`src/rtl/window_dispatcher_pkg.sv`:
```
// Shared constants, helpers and FSM state type for the window dispatcher.
// The DEF_* values are the default geometry; the modules derive their own widths from their parameters.
package cnn_pr_pkg;

    function automatic int unsigned clog2(input int unsigned v);
        int unsigned r;
        r = 0;
        for (int unsigned i = 0; i < 32; i++) begin
            if ((64'd1 << i) < 64'(v)) r = i + 1;
        end
        return r;
    endfunction

    function automatic int unsigned win_idx_w(input int unsigned n);
        return (n > 1) ? clog2(n) : 1;
    endfunction

    localparam int unsigned DEF_DATA_WIDTH  = 8;
    localparam int unsigned DEF_IF_WIDTH    = 34;
    localparam int unsigned DEF_BLOCK_WIDTH = 10;
    localparam int unsigned DEF_OVERLAP     = 2;
    localparam int unsigned DEF_NUM_LANE    = 4;
    localparam int unsigned DEF_FIFO_DEPTH  = 4;
    localparam int unsigned DEF_HELP_THRESH = 2;

    localparam int unsigned STRIDE    = DEF_BLOCK_WIDTH - DEF_OVERLAP;
    localparam int unsigned NUM_WIN   = (DEF_IF_WIDTH - DEF_OVERLAP) / STRIDE;
    localparam int unsigned WIN_IDX_W = win_idx_w(NUM_WIN);
    localparam int unsigned ENTRY_W   = 1 + WIN_IDX_W + DEF_BLOCK_WIDTH * DEF_DATA_WIDTH;
    localparam int unsigned CNT_W     = clog2(DEF_FIFO_DEPTH + 1);

    typedef enum logic [0:0] {
        IDLE,
        DISPATCH
    } state_t;

endpackage

```
`src/rtl/window_dispatcher_if.sv`:
```
// Row-input and lane-output handshake bundle of the window dispatcher.
interface window_dispatcher_if import cnn_pr_pkg::*; #(
    parameter int unsigned DATA_WIDTH  = DEF_DATA_WIDTH,
    parameter int unsigned IF_WIDTH    = DEF_IF_WIDTH,
    parameter int unsigned BLOCK_WIDTH = DEF_BLOCK_WIDTH,
    parameter int unsigned OVERLAP     = DEF_OVERLAP,
    parameter int unsigned NUM_LANE    = DEF_NUM_LANE
);
    localparam int unsigned STRIDE_L  = BLOCK_WIDTH - OVERLAP;
    localparam int unsigned NUM_WIN_L = (IF_WIDTH - OVERLAP) / STRIDE_L;
    localparam int unsigned ENTRY_W_L = 1 + win_idx_w(NUM_WIN_L) + BLOCK_WIDTH * DATA_WIDTH;

    logic                            in_valid;
    logic                            in_ready;
    logic [IF_WIDTH*DATA_WIDTH-1:0]  in_data;
    logic [NUM_WIN_L-1:0]            in_mask;
    logic [NUM_LANE-1:0]             out_valid;
    logic [NUM_LANE-1:0]             out_ready;
    logic [NUM_LANE*ENTRY_W_L-1:0]   out_data;

    modport master (
        output in_valid, in_data, in_mask, out_ready,
        input  in_ready, out_valid, out_data
    );

    modport slave (
        input  in_valid, in_data, in_mask, out_ready,
        output in_ready, out_valid, out_data
    );
endinterface

```
`src/rtl/window_dispatcher_lane_fifo.sv`:
```
// First-word-fall-through synchronous FIFO with occupancy output; en_i freezes all state.
module lane_fifo import cnn_pr_pkg::*; #(
    parameter  int unsigned WIDTH = 8,
    parameter  int unsigned DEPTH = 4,
    localparam int unsigned CW    = clog2(DEPTH + 1)
) (
    input  logic             clk,
    input  logic             rst,
    input  logic             en_i,
    input  logic             push_i,
    input  logic [WIDTH-1:0] data_i,
    input  logic             pop_i,
    output logic [WIDTH-1:0] data_o,
    output logic             valid_o,
    output logic [CW-1:0]    count_o
);
    localparam int unsigned PTR_W = (DEPTH > 1) ? clog2(DEPTH) : 1;

    logic [WIDTH-1:0] mem_q [DEPTH];
    logic [PTR_W-1:0] wr_ptr_q, rd_ptr_q;
    logic [CW-1:0]    count_q;
    logic             do_push, do_pop;

    function automatic logic [PTR_W-1:0] ptr_next(input logic [PTR_W-1:0] p);
        return (32'(p) == DEPTH - 1) ? '0 : p + 1'b1;
    endfunction

    assign do_pop  = pop_i && (count_q != '0);
    assign do_push = push_i && (32'(count_q) != DEPTH);

    always_ff @(posedge clk or posedge rst) begin
        if (rst) begin
            for (int unsigned i = 0; i < DEPTH; i++) mem_q[i] <= '0;
            wr_ptr_q <= '0;
            rd_ptr_q <= '0;
            count_q  <= '0;
        end else if (en_i) begin
            if (do_push) begin
                mem_q[wr_ptr_q] <= data_i;
                wr_ptr_q        <= ptr_next(wr_ptr_q);
            end
            if (do_pop) rd_ptr_q <= ptr_next(rd_ptr_q);
            case ({do_push, do_pop})
                2'b10:   count_q <= count_q + 1'b1;
                2'b01:   count_q <= count_q - 1'b1;
                default: count_q <= count_q;
            endcase
        end
    end

    assign data_o  = mem_q[rd_ptr_q];
    assign valid_o = (count_q != '0);
    assign count_o = count_q;
endmodule

```
`src/rtl/window_dispatcher.sv`:
```
// Cuts a latched row into overlapping windows and dispatches valid ones, lowest index first,
// into per-lane FIFOs, diverting to the partner lane when the home lane runs ahead.
module window_dispatcher import cnn_pr_pkg::*; #(
    parameter int unsigned DATA_WIDTH  = DEF_DATA_WIDTH,
    parameter int unsigned IF_WIDTH    = DEF_IF_WIDTH,
    parameter int unsigned BLOCK_WIDTH = DEF_BLOCK_WIDTH,
    parameter int unsigned OVERLAP     = DEF_OVERLAP,
    parameter int unsigned NUM_LANE    = DEF_NUM_LANE,
    parameter int unsigned FIFO_DEPTH  = DEF_FIFO_DEPTH,
    parameter int unsigned HELP_THRESH = DEF_HELP_THRESH
) (
    input  logic                 clk,
    input  logic                 rst,
    input  logic                 clk_en,
    input  logic                 help_en,
    window_dispatcher_if.slave   bus,
    output logic                 row_done,
    output logic                 busy,
    output logic [15:0]          help_cnt
);
    localparam int unsigned STRIDE_L    = BLOCK_WIDTH - OVERLAP;
    localparam int unsigned NUM_WIN_L   = (IF_WIDTH - OVERLAP) / STRIDE_L;
    localparam int unsigned WIN_IDX_W_L = win_idx_w(NUM_WIN_L);
    localparam int unsigned WIN_W       = BLOCK_WIDTH * DATA_WIDTH;
    localparam int unsigned ENTRY_W_L   = 1 + WIN_IDX_W_L + WIN_W;
    localparam int unsigned ROW_W       = IF_WIDTH * DATA_WIDTH;
    localparam int unsigned CNT_W_L     = clog2(FIFO_DEPTH + 1);
    localparam int unsigned LANE_W      = (NUM_LANE > 1) ? clog2(NUM_LANE) : 1;

    state_t                  state_q;
    logic [ROW_W-1:0]        row_q;
    logic [NUM_WIN_L-1:0]    mask_q;
    logic                    row_done_q;
    logic [15:0]             help_cnt_q;

    logic [WIN_IDX_W_L-1:0]  win_idx;
    logic [LANE_W-1:0]       home, partner, tgt;
    logic                    helped, tgt_full;
    logic [WIN_W-1:0]        win_data;
    logic [ENTRY_W_L-1:0]    entry;
    logic [NUM_WIN_L-1:0]    mask_d;
    logic [NUM_LANE-1:0]     push, fifo_valid;
    logic [CNT_W_L-1:0]      lane_cnt  [NUM_LANE];
    logic [ENTRY_W_L-1:0]    lane_data [NUM_LANE];

    // Descending scan so the lowest set bit wins.
    always_comb begin
        win_idx = '0;
        for (int unsigned i = NUM_WIN_L; i > 0; i--) begin
            if (mask_q[i-1]) win_idx = WIN_IDX_W_L'(i - 1);
        end
    end

    always_comb begin
        home     = LANE_W'(32'(win_idx) % NUM_LANE);
        partner  = LANE_W'((32'(home) + NUM_LANE / 2) % NUM_LANE);
        helped   = help_en
                   && (32'(lane_cnt[home]) >= 32'(lane_cnt[partner]) + HELP_THRESH)
                   && (32'(lane_cnt[partner]) != FIFO_DEPTH);
        tgt      = helped ? partner : home;
        tgt_full = (32'(lane_cnt[tgt]) == FIFO_DEPTH);
        win_data = row_q[ROW_W - 1 - 32'(win_idx) * STRIDE_L * DATA_WIDTH -: WIN_W];
        entry    = {helped, win_idx, win_data};
        mask_d   = mask_q & ~(NUM_WIN_L'(1) << win_idx);
        for (int unsigned l = 0; l < NUM_LANE; l++) begin
            push[l] = clk_en && (state_q == DISPATCH) && !tgt_full && (tgt == LANE_W'(l));
        end
    end

    always_ff @(posedge clk or posedge rst) begin
        if (rst) begin
            state_q    <= IDLE;
            row_q      <= '0;
            mask_q     <= '0;
            row_done_q <= 1'b0;
            help_cnt_q <= '0;
        end else if (clk_en) begin
            row_done_q <= 1'b0;
            case (state_q)
                IDLE: begin
                    if (bus.in_valid) begin
                        row_q  <= bus.in_data;
                        mask_q <= bus.in_mask;
                        if (bus.in_mask == '0) row_done_q <= 1'b1;
                        else                   state_q    <= DISPATCH;
                    end
                end
                DISPATCH: begin
                    if (!tgt_full) begin
                        mask_q <= mask_d;
                        if (helped && (help_cnt_q != '1)) help_cnt_q <= help_cnt_q + 16'd1;
                        if (mask_d == '0) begin
                            row_done_q <= 1'b1;
                            state_q    <= IDLE;
                        end
                    end
                end
                default: state_q <= IDLE;
            endcase
        end
    end

    for (genvar l = 0; l < NUM_LANE; l++) begin : g_lane
        lane_fifo #(
            .WIDTH (ENTRY_W_L),
            .DEPTH (FIFO_DEPTH)
        ) u_fifo (
            .clk     (clk),
            .rst     (rst),
            .en_i    (clk_en),
            .push_i  (push[l]),
            .data_i  (entry),
            .pop_i   (bus.out_ready[l]),
            .data_o  (lane_data[l]),
            .valid_o (fifo_valid[l]),
            .count_o (lane_cnt[l])
        );
    end

    always_comb begin
        bus.out_data = '0;
        for (int unsigned l = 0; l < NUM_LANE; l++) begin
            bus.out_data[l*ENTRY_W_L +: ENTRY_W_L] = lane_data[l];
        end
    end

    assign bus.in_ready  = clk_en && (state_q == IDLE);
    assign bus.out_valid = clk_en ? fifo_valid : '0;
    assign row_done      = row_done_q;
    assign busy          = (state_q == DISPATCH);
    assign help_cnt      = help_cnt_q;
endmodule

```
`src/flat_wrapper.sv`:
```
// flat-port wrapper written by rule: the top's interface ports become plain ports
module window_dispatcher_flat import cnn_pr_pkg::*;
#(
    parameter int unsigned DATA_WIDTH  = DEF_DATA_WIDTH,
    parameter int unsigned IF_WIDTH    = DEF_IF_WIDTH,
    parameter int unsigned BLOCK_WIDTH = DEF_BLOCK_WIDTH,
    parameter int unsigned OVERLAP     = DEF_OVERLAP,
    parameter int unsigned NUM_LANE    = DEF_NUM_LANE,
    parameter int unsigned FIFO_DEPTH  = DEF_FIFO_DEPTH,
    parameter int unsigned HELP_THRESH = DEF_HELP_THRESH
)
  (clk, rst, clk_en, help_en, row_done, busy, help_cnt, bus_in_valid, bus_in_data, bus_in_mask, bus_out_ready, bus_in_ready, bus_out_valid, bus_out_data);
  window_dispatcher_if #(.DATA_WIDTH(DATA_WIDTH), .IF_WIDTH(IF_WIDTH), .BLOCK_WIDTH(BLOCK_WIDTH), .OVERLAP(OVERLAP), .NUM_LANE(NUM_LANE)) bus_i ();
  input  logic clk;
  input  logic rst;
  input  logic clk_en;
  input  logic help_en;
  output logic row_done;
  output logic busy;
  output logic [15:0] help_cnt;
  input wire logic [$bits(bus_i.in_valid)-1:0] bus_in_valid;
  input wire logic [$bits(bus_i.in_data)-1:0] bus_in_data;
  input wire logic [$bits(bus_i.in_mask)-1:0] bus_in_mask;
  input wire logic [$bits(bus_i.out_ready)-1:0] bus_out_ready;
  output wire logic [$bits(bus_i.in_ready)-1:0] bus_in_ready;
  output wire logic [$bits(bus_i.out_valid)-1:0] bus_out_valid;
  output wire logic [$bits(bus_i.out_data)-1:0] bus_out_data;
  assign bus_i.in_valid = bus_in_valid;
  assign bus_i.in_data = bus_in_data;
  assign bus_i.in_mask = bus_in_mask;
  assign bus_i.out_ready = bus_out_ready;
  assign bus_in_ready = bus_i.in_ready;
  assign bus_out_valid = bus_i.out_valid;
  assign bus_out_data = bus_i.out_data;
  window_dispatcher #(.DATA_WIDTH(DATA_WIDTH), .IF_WIDTH(IF_WIDTH), .BLOCK_WIDTH(BLOCK_WIDTH), .OVERLAP(OVERLAP), .NUM_LANE(NUM_LANE), .FIFO_DEPTH(FIFO_DEPTH), .HELP_THRESH(HELP_THRESH)) u_core (.clk(clk), .rst(rst), .clk_en(clk_en), .help_en(help_en), .bus(bus_i), .row_done(row_done), .busy(busy), .help_cnt(help_cnt));
endmodule
```
`config.mk`:
```
export PLATFORM = sky130hd
export DESIGN_NAME = window_dispatcher_flat
export DESIGN_NICKNAME = d
export VERILOG_FILES = /design/src/rtl/window_dispatcher_pkg.sv /design/src/rtl/window_dispatcher_if.sv /design/src/rtl/window_dispatcher_lane_fifo.sv /design/src/rtl/window_dispatcher.sv /design/src/flat_wrapper.sv
export SDC_FILE = /design/constraint.sdc
export NUM_CORES = 2
export LEC_CHECK = 0
export BUFFER_PORTS_ARGS = -buffer_cell sky130_fd_sc_hd__buf_2
export CORE_MARGIN = 2
export CORE_UTILIZATION = 55
export DETAILED_ROUTE_END_ITERATION = 8
export PLACE_DENSITY = 0.77
export RECOVER_POWER = 25
export SLEW_MARGIN = 20
export SYNTH_ARGS = -nofsm -noshare
export SYNTH_HDL_FRONTEND = slang
export SYNTH_HIERARCHICAL = 1
export SYNTH_SLANG_ARGS = --single-unit
```
`constraint.sdc`:
```
create_clock -name clk -period 11.7 [get_ports clk]
set_input_delay 1.755 -clock clk [delete_from_list [all_inputs] [get_ports clk]]
set_output_delay 1.755 -clock clk [all_outputs]
set_load 0.01 [all_outputs]
```
==> metrics.md <==
| Metric | Value |
|---|---|
| Port Buffer Count | 639 |
| Post-CTS sizing | 0 |
| M1 GR Usage | 0.414 |
| DR iter-0 viols | 3318 |
| Gate power share | 0.458 |
| Max Cap Viol | 13 |
| Syn nets | between 4000 and 5000 |
| Top FF cell, synth | dfrtp_1 |
| Setup crit end kind | output port |
| # setup viols final | 0 |
| Status | finished, violations left |
| GRT Util Overall | 0.290 |
| Fmax | between 100 and 150 MHz |
| Clk sinks | 1650 |
| Yosys top cell by area | dfrtp_1 |
| Dominant cells by area after synthesis | dfrtp_1, mux2_4, mux4_2 |
| Reg2reg end | u_core/g_lane[2].u_fifo/mem_q[114] |
| Cells after synthesis | 4584 |
| Hold Fails Final Rpt | 0 |
| Initial core utilization | 0.552 |
| Async SR Flop Fraction | 1.00 |
| Met3 global-route usage | 0.0634 |
| Top cells by count, synth | dfrtp_1, mux2_4, mux2_2 |
| Hold_sp | u_core/help_cnt[7] |
| Worst-path clk slew | roughly 0.060 ns |
| Slew @ Worst Pin | between 5 and 6 ns |
| WL final | 209000 µm |
| Internal Pwr Total | 16.4 mW |
| Vias in the first global route | 46610 |
| Mapped Avg Cell Area | 17.0 µm² |
| Relative slew slack | -2.97 |
| Largest net degree at the start of global routing | 183 |
| WP buf/inv | 2 |
| Htree depth | 4 |
| Nets | 5527 |
| Netlist cell types | between 50 and 60 |
| Power share of the clock group | 0.212 |
| Failing checks | capacitance limit, slew limit |
| Area of the core | roughly 0.14 mm² |
| Clk buf depth | 3 |
| Die height | 381 µm |
| Layout cells sized above 1 | 0.576 |
| Overflow after GRT | 0 |
| Post-DR wirelength/cell | 28.8 µm |
| First-pass GRT wire length | 315000 µm |
| Ys Warns | 6 |
| Power Density | about 310 mW/mm² |
| Post-CTS Setup Bufs | 0 |
| Post-DP Area | 0.0828 mm² |
| Peak supply drop | 0.337 mV |
| Count leader, synth | dfrtp_1 |
| Grt peak-use layer | met2 |
| Delay-heaviest family, CP | buffers and inverters |
| Reg2Reg Setup Slack | 4.37 ns |
| Final Skew | 0.0436 ns |
| Switching share of power | 0.409 |
| Setup CP Type | register to output port |
| Cell total after placement | 6921 |
| Critical path required time | 9.95 ns |
| Final period util | 0.754 |
| Site Rows | 138 |
| Hold Path Depth | 1 |
| Mapped Area | 0.0780 mm² |
| RSZ-0062 raised after global routing | false |
| Num CTS Buffers | 173 |
| Post-route insts no fill | 7249 |
| CP max stage delay | 2.97 ns |
| Fill cell count | 10066 |
| Die width | between 300 and 400 µm |
| CP startpoint kind | register |
| Final GP Congestion | 0.854 |
| Setup tns final | 0 ns |
| DRT Pass-1 Iters | 7 |
| Post-route cell area | 0.0890 mm² |
| DRC | 0 |
| Reg power frac | 0.330 |
| Post-CTS Hold Buffers | 0 |
| Final ANT Viol Nets | 0 |
| Worst R2R Start | u_core/mask_q[3] |
| Clock root buffer | clkbuf_16 |
| Seq/Total Area, Yosys | 0.529 |
| Crit-path cells | clkbuf_1 -> mux4_2 -> buf_2 |
| Met2 usage in global routing | 0.447 |
| Post-synth EDFFs | 0 |
| Post-synthesis register bit count | 1650 |
| Crit-path slowest cell | clkbuf_1 |
| Die ar. | 0.145 mm² |
| Avg Vias per Cell | approximately 6 |
| Io pins | 640 |
| Lkg Pwr | 42.1 nW |
| HPWL Detailed | 133000 µm |
| Critical Path Fanout Max | 52 |
| Hold endpoint | u_core/help_cnt[7] |
| Worst Path Arrival | 7.07 ns |
| Worst skew pair latency | 0.83 ns |
| Final Critical Period | 8.82 ns |
| NetSw | 11.4 mW |
| Vias post-DR | 43785 |
| Synth-to-Final Area Change | 14.1% |
| CTS tree | done |
| Top-area cell type share of the netlist area | 0.529 |
| Max Transition Viols Final | 1130 |
| Worst reg-to-reg path cell count | 17 |
| Hold crit path type | register to register |
| Initial antenna violation count | 25 |
## registers in the layout, indices dropped and copies added (netlist names), 4 cells and up
register	flops
u_core/g_lane.u_fifo/mem_q	1328
u_core/g_lane.u_fifo/wr_ptr_q	8
u_core/g_lane.u_fifo/count_o	12
u_core/help_cnt	16
u_core/row_q	272
u_core/mask_q	4
u_core/g_lane.u_fifo/rd_ptr_q	8
## per-stage QoR
| step | util | worst slack, ns | power (mW) | hold WS, ns |
|---|---|---|---|---|
| finish | 0.630 | 2.88 | 27.8 | 0.500 |
| global route | 0.630 | 2.16 | 29.0 | 0.514 |
| CTS | 0.630 | 4.63 | 27.7 | 0.494 |
| detailed placement | 0.586 | 4.66 | 21.7 | 0.482 |
| global placement | 0.586 | 4.76 | 21.2 | 0.479 |
| floorplan | - | 0.550 | 16.4 | 0.475 |
## power by group through the flow
stage / Clock, mW / Sequential [mW] / Combinational (mW)
finish: 5.89 / 9.17 / 12.7
global route: 6.23 / 9.40 / 13.3
CTS: 5.98 / 9.14 / 12.6
detailed placement: 0 / 9.18 / 12.5
global placement: 0 / 9.08 / 12.2
floorplan: 0 / 8.45 / 7.92
## layout make-up
type / instances / area (µm²) / area share
diodes: 12 / 30.0 / 0.000337
clock buffers: 233 / 4930 / 0.0553
clock inverters: 82 / 1260 / 0.0141
inverters: 34 / 134 / 0.00150
multi-input cells: 2591 / 34800 / 0.391
flip-flops and latches: 1650 / 41300 / 0.464
well taps: 1890 / 2360 / 0.0266
repair buffers: 757 / 4170 / 0.0468
## worst max path at each step
stage / startpoint / slack (ns) / endpoint / cells after the start
final: u_core/g_lane[3].u_fifo/rd_ptr_q[1] / 2.88 / bus_out_data[325] / 3
after global routing: rst / 2.16 / u_core/g_lane[2].u_fifo/mem_q[234] / 3
after CTS: u_core/mask_q[3] / 4.63 / u_core/g_lane[2].u_fifo/mem_q[114] / 17
after detailed placement: u_core/mask_q[3] / 4.66 / u_core/g_lane[2].u_fifo/mem_q[114] / 17
after global placement: u_core/mask_q[3] / 4.76 / u_core/g_lane[2].u_fifo/mem_q[113] / 17
after floorplan: rst / 0.55 / u_core/g_lane[0].u_fifo/count_o[0] / 1
## metal layers
metal | share of wire | vias to the layer above | wire [µm]
met1 | 0.43 | 23849 | 90500
met3 | 0.069 | 325 | 14400
met5 | 0.00034 | - | 70
met2 | 0.47 | 1429 | 97500
met4 | 0.030 | 12 | 6280
li1 | - | 18170 | -
## logic make-up after synthesis
family / count (synthesis) / synth area share
AOI/OAI and AO/OA: 228 / 0.0180
xor gates and xnor gates: 26 / 0.00292
DFF: 1650 / 0.529
and+or+nand+nor: 265 / 0.0176
muxes: 2036 / 0.395
buffers and inverters: 343 / 0.0306
adders and majority gates: 36 / 0.00613
## placed cells by master, fill, tap and decap left out, drive strengths merged, types with 14 or more instances in the layout
cell type / instances
mux2: 1615
bufinv: 20
o22ai: 65
nand2b: 14
buf: 748
nor2: 80
ha: 31
nor3b: 20
mux2i: 82
inv: 35
clkinvlp: 14
clkbuf: 242
a21oi: 53
nand2: 97
dfrtp: 1650
clkinv: 47
a22oi: 45
o21ai: 40
mux4: 339
Note: power is estimated with default switching activity, not from simulation.
